`config.mk`:
```
export PLATFORM = sky130hd
export DESIGN_NAME = keypad_key_fifo
export DESIGN_NICKNAME = d
export VERILOG_FILES = /design/src/rtl/keypad_key_fifo.sv
export SDC_FILE = /design/constraint.sdc
export NUM_CORES = 1
export LEC_CHECK = 0
export BUFFER_PORTS_ARGS = -buffer_cell sky130_fd_sc_hd__buf_4
export CORE_MARGIN = 5
export CORE_UTILIZATION = 60
export DETAILED_ROUTE_END_ITERATION = 8
export PLACE_DENSITY = 0.79
export SETUP_SLACK_MARGIN = 0.05
export SLEW_MARGIN = 0
export SYNTH_ARGS = -nofsm -noshare
export SYNTH_HDL_FRONTEND = slang
export SYNTH_SLANG_ARGS = --single-unit
```
`constraint.sdc`:
```
create_clock -name clk -period 3.5 [get_ports clk]
set_input_delay 0.525 -clock clk [delete_from_list [all_inputs] [get_ports clk]]
set_output_delay 0.525 -clock clk [all_outputs]
set_load 0.01 [all_outputs]
```
`src/rtl/keypad_key_fifo.sv`:
```
// Keypad debouncer feeding a small first-word-fall-through key FIFO with sticky overflow.
// Define KEYPAD_FIFO_AUTOREPEAT_EN to re-push a held key every REPEAT_CYCLES cycles.
module keypad_key_fifo #(
  parameter int unsigned DEBOUNCE_CYCLES = 16,
  parameter int unsigned DEPTH           = 8,
  parameter int unsigned REPEAT_CYCLES   = 4096
) (
  input  logic       clk,
  input  logic       rst,
  input  logic [7:0] key_code,
  input  logic       rd_en,
  input  logic       clr_ovf,
  output logic [7:0] rd_data,
  output logic       empty,
  output logic       full,
  output logic [4:0] count,
  output logic       overflow
);

  localparam int unsigned PtrW     = $clog2(DEPTH);
  localparam logic [7:0]  DebLast  = 8'(DEBOUNCE_CYCLES);
  localparam logic [4:0]  DepthCnt = 5'(DEPTH);

  if (DEBOUNCE_CYCLES < 2 || DEBOUNCE_CYCLES > 255 || DEPTH < 2 || DEPTH > 16 ||
      (DEPTH & (DEPTH - 1)) != 0 || REPEAT_CYCLES < 1) begin : g_param_check
    $error("keypad_key_fifo: illegal parameter value");
  end

  typedef enum logic [1:0] {StIdle, StPressWait, StHeld, StReleaseWait} state_e;

  state_e     state_q, state_d;
  logic [7:0] cand_q, cand_d;
  logic [7:0] cnt_q, cnt_d;
  logic       push_req;

`ifdef KEYPAD_FIFO_AUTOREPEAT_EN
  localparam int unsigned       RptW    = $clog2(REPEAT_CYCLES + 1);
  localparam logic [RptW-1:0]   RptLast = RptW'(REPEAT_CYCLES);
  logic [RptW-1:0] rpt_q, rpt_d;
`endif

  always_comb begin
    state_d  = state_q;
    cand_d   = cand_q;
    cnt_d    = cnt_q;
    push_req = 1'b0;
`ifdef KEYPAD_FIFO_AUTOREPEAT_EN
    rpt_d    = rpt_q;
`endif
    unique case (state_q)
      StIdle: begin
        if (key_code != 8'd0) begin
          cand_d  = key_code;
          cnt_d   = 8'd1;
          state_d = StPressWait;
        end
      end
      StPressWait: begin
        if (key_code == cand_q) begin
          cnt_d = cnt_q + 8'd1;
          if (cnt_q + 8'd1 == DebLast) begin
            push_req = 1'b1;
            cnt_d    = 8'd0;
            state_d  = StHeld;
`ifdef KEYPAD_FIFO_AUTOREPEAT_EN
            rpt_d    = '0;
`endif
          end
        end else if (key_code == 8'd0) begin
          cnt_d   = 8'd0;
          state_d = StIdle;
        end else begin
          cand_d = key_code;
          cnt_d  = 8'd1;
        end
      end
      StHeld: begin
        if (key_code != cand_q) begin
          cnt_d   = 8'd1;
          state_d = StReleaseWait;
        end else begin
`ifdef KEYPAD_FIFO_AUTOREPEAT_EN
          if (rpt_q + RptW'(1) == RptLast) begin
            push_req = 1'b1;
            rpt_d    = '0;
          end else begin
            rpt_d = rpt_q + RptW'(1);
          end
`endif
        end
      end
      StReleaseWait: begin
        // The repeat counter is left untouched here so a brief glitch resumes the period.
        if (key_code == cand_q) begin
          cnt_d   = 8'd0;
          state_d = StHeld;
        end else if (cnt_q + 8'd1 == DebLast) begin
          cnt_d   = 8'd0;
          state_d = StIdle;
        end else begin
          cnt_d = cnt_q + 8'd1;
        end
      end
      default: state_d = StIdle;
    endcase
  end

  // FIFO bookkeeping
  logic [7:0]      mem_q [DEPTH];
  logic [PtrW-1:0] wr_ptr_q, rd_ptr_q;
  logic [4:0]      count_q, count_d;
  logic            empty_q, full_q, overflow_q;
  logic            pop, do_push, ovf_set;

  always_comb begin
    pop     = rd_en & ~empty_q;
    do_push = push_req & (~full_q | pop);
    ovf_set = push_req & full_q & ~pop;
    count_d = count_q + 5'(do_push) - 5'(pop);
  end

  always_ff @(posedge clk) begin
    if (rst) begin
      state_q    <= StIdle;
      cand_q     <= 8'd0;
      cnt_q      <= 8'd0;
`ifdef KEYPAD_FIFO_AUTOREPEAT_EN
      rpt_q      <= '0;
`endif
      wr_ptr_q   <= '0;
      rd_ptr_q   <= '0;
      count_q    <= 5'd0;
      empty_q    <= 1'b1;
      full_q     <= 1'b0;
      overflow_q <= 1'b0;
    end else begin
      state_q <= state_d;
      cand_q  <= cand_d;
      cnt_q   <= cnt_d;
`ifdef KEYPAD_FIFO_AUTOREPEAT_EN
      rpt_q   <= rpt_d;
`endif
      if (do_push) wr_ptr_q <= wr_ptr_q + PtrW'(1);
      if (pop)     rd_ptr_q <= rd_ptr_q + PtrW'(1);
      count_q <= count_d;
      empty_q <= (count_d == 5'd0);
      full_q  <= (count_d == DepthCnt);
      if (ovf_set)      overflow_q <= 1'b1;
      else if (clr_ovf) overflow_q <= 1'b0;
    end
  end

  // Storage needs no reset: reads are masked by empty.
  always_ff @(posedge clk) begin
    if (do_push) mem_q[wr_ptr_q] <= cand_q;
  end

  assign rd_data  = empty_q ? 8'd0 : mem_q[rd_ptr_q];
  assign empty    = empty_q;
  assign full     = full_q;
  assign count    = count_q;
  assign overflow = overflow_q;

endmodule

```
==> flow_metrics.env <==
export IMPL_drv_slew=0
export IMPL_irDropWorstVdd_v=0.000211
export IMPL_die_x_um=95.8
export IMPL_synth_nets=335
export IMPL_cts_root_buf="clkbuf_8"
export IMPL_synth_top_area_share_pct=43.5
export IMPL_synth_cells=314
export IMPL_rrSetupSlack_ns=0.28
export IMPL_die_y_um=95.8
export IMPL_ys_flop_type="edfxtp_1"
export IMPL_power_leakage_nw=1.94
export IMPL_r2r_cells=13
export IMPL_drt_initial_drc_count=131
export IMPL_synth_largest_area_cell="edfxtp_1"
export IMPL_synth_edf_count=64
export IMPL_max_cap_violations=0
export IMPL_grt_pass1_vias=2651
export IMPL_drtPass1Iterations=5
export IMPL_use_met1_pct=27.4
export IMPL_diodes=0
export IMPL_worstMarginPinSlew_ns=0.813
export IMPL_cp_cell_sequence="nor2b_1, nand3_1, nor3_2, inv_1, ha_1, inv_1, ha_1, fa_1, a21o_1, a21oi_1, xnor2_1, and3_1, a21o_1"
export IMPL_htree_levels=3
export IMPL_syn_to_final_growth_pct=13.0
export IMPL_final_setup_viol_count=0
export IMPL_min_from="clr_ovf"
export IMPL_place_area_sq_um=4800
export IMPL_holdPathEnd="overflow"
export IMPL_wl_um=8140
export IMPL_drc_errors=0
export IMPL_period_share_pct=92.0
export IMPL_cts_path_max_buffers=2
export IMPL_finalSetupTns_ns=0
export IMPL_yosysSeqAreaShare_pct=59.4
export IMPL_final_design_area_no_fill_sq_um=4990
export IMPL_grt_max_degree=33
export IMPL_max_freq_ghz=0.311
export IMPL_cp_required_ns=3.76
export IMPL_synth_area_leaders="edfxtp_1, dfxtp_1, mux4_2"
export IMPL_synth_cell_type_count=52
export IMPL_antenna_found_initial=0
export IMPL_grt_first_pass_wirelength_um=13300
export IMPL_cts_tree="built"
export IMPL_cp_max_fo=12
export IMPL_setup_worst_path_class="register to register"
export IMPL_whs_path_depth=3
export IMPL_io_pins=28
export IMPL_fp_dieArea_sq_um=9170
export IMPL_grt_ovfl_total=0
export IMPL_end_kind="register"
export IMPL_clock_latency_ns=0.36
export IMPL_rows=31
export IMPL_initial_core_util_pct=61.2
export IMPL_reg2reg_to="empty"
export IMPL_use_met2_pct=31.3
export IMPL_busiest_layer="met2"
export IMPL_clk_pin_slew_ns=0.09
export IMPL_powerDensity_nw_per_um2=500
export IMPL_core_sq_um=7210
export IMPL_avgSynthCellArea_sq_um=14.1
export IMPL_hold_path_class="input pin to register"
export IMPL_cp_slowest_cell="dfxtp_1"
export IMPL_drive_gt1_share_pct=28.4
export IMPL_synth_area_sq_um=4410
export IMPL_r2r_start="state_q[0]"
export IMPL_port_buffers=27
export IMPL_grt_use_total_pct=19.7
export IMPL_fillers=540
export IMPL_worstPathArrival_ns=3.48
export IMPL_dp_hpwl_um=5730
export IMPL_status="finished, final reports clean"
export IMPL_detail_route_antenna_nets=0
export IMPL_final_hold_viol_count=0
export IMPL_synth_seq_cells=99
export IMPL_final_nets=375
export IMPL_cts_buffers=9
export IMPL_max_stage_delay_ns=0.61
export IMPL_gp_congestion=0.836
export IMPL_detail_route_wl_per_cell_um=17.8
export IMPL_p_total_mw=2.49
export IMPL_clock_sinks=99
export IMPL_critPathLaunchType="register"
export IMPL_rsz0062_at_grt="no"
export IMPL_period_needed_ns=3.22
export IMPL_via_per_inst=5.84
export IMPL_vias=2675
export IMPL_grt_use_met3_pct=4.22
export IMPL_slew_headroom_pct=45.6
export IMPL_yosysWarnings=0
export IMPL_async_flop_share_pct=0
export IMPL_finalClockSkew_ns=0.0121
## Yosys cell counts, types with 2 or more instances
cell type,n
a31oi_1,3
nand4_1,3
nor2b_1,6
mux4_2,16
buf_1,6
nor3_1,2
nor4b_2,2
and4b_1,2
and3_1,3
a21o_1,3
a22oi_1,2
nand2b_1,6
nand3_1,6
nor2_1,29
clkbuf_1,2
nor4_2,2
o211ai_1,4
and4_1,2
dfxtp_1,35
a21oi_1,11
nand4_2,3
o22ai_1,2
mux2i_1,17
a21oi_2,2
o31ai_1,3
inv_1,11
xnor2_2,4
and2_1,3
nor3_2,2
xor2_1,7
ha_1,8
edfxtp_1,64
xnor2_1,8
buf_2,5
nand2_1,12
a211oi_1,2
## cells in the final DEF, fill, tap and decap left out, drive strengths merged, types with 7 or more instances in the layout
master and count:
xnor2 12, inv 15, a21oi 13, clkbuf 9
dfxtp 35, xor2 7, mux4 16, edfxtp 64
nand2 13, mux2i 18, ha 8, buf 43
nor2 29
## flip-flops by register name, summed over array words and instances (netlist names), named ones only
register	count
overflow	1
wr_ptr_q	3
full	1
cand_q	8
empty	1
mem_q	64
rd_ptr_q	3
cnt_q	8
count	5
state_q	1
## stage by stage
step                hold WS [ns]  util (%)  std cells  setup WS, ns
finish                     0.418      69.2        458         0.281
global placement           0.456      66.5        442         0.136
CTS                        0.403      69.0        458         0.209
global route               0.412      69.2        458        0.0689
detailed placement         0.464      66.5        442        0.0105
floorplan                  0.475         -        314         0.398
## critical path, delay by kind of cell (launching register included)
kind                     cells  cell delay [ns]
XOR/XNOR                     1             0.10
AO/OA/AOI/OAI                3             0.52
flip-flops                   1             0.61
AND/OR/NAND/NOR              4             0.87
buffers and inverters        2             0.11
adder cells (fa/ha/maj)      3             0.89
## cells by family (layout without fill, tap and decap cells)
family | Yosys count | in the layout | share of synthesized area (%)
flops | 99 | 99 | 59.4
compound gates | 39 | 39 | 6.38
simple gates | 88 | 88 | 12.1
buf+inv | 25 | 70 | 2.35
fa+ha+maj | 9 | 9 | 2.72
xor+xnor | 19 | 19 | 4.45
mux | 35 | 35 | 12.6
## per-layer routing
metal / vias to the layer above / wire length [um]
li1: 1262 / -
met1: 1339 / 3600
met2: 65 / 4100
met3: 9 / 386
met4: 0 / 55
met5: - / 0
## how the worst max path moves through the flow
| stage | cells after the start | from | endpoint |
|---|---|---|---|
| 4_1_cts | 14 | cand_q[7] | empty |
| 3_5_place_dp | 15 | key_code[4] | empty |
| 3_3_place_gp | 15 | key_code[4] | empty |
| 5_1_grt | 13 | state_q[0] | empty |
| 2_1_floorplan | 14 | key_code[4] | empty |
| 6_report | 13 | state_q[0] | empty |
## layout make-up
type	count	area, sq um	share of cell area (%)
clock buffers	9	124	2.48
clock inverters	7	57.6	1.15
inverters	11	41.3	0.827
multi-input cells	190	1690	33.9
flip-flops and latches	99	2630	52.7
well taps	99	124	2.48
repair buffers	43	323	6.47
## where the power goes
| group | internal, mW | switching [mW] |
|---|---|---|
| logic | 0.243 | 0.230 |
| registers | 1.28 | 0.0582 |
| clock network | 0.270 | 0.407 |
| total | 1.80 | 0.695 |
## repair_timing
action	in CTS	in global routing
hold buffers	0	0
gates resized for setup	0	7
setup endpoints to repair	0	2
setup buffers	0	0
No activity file was read; power rests on OpenSTA's default activity.
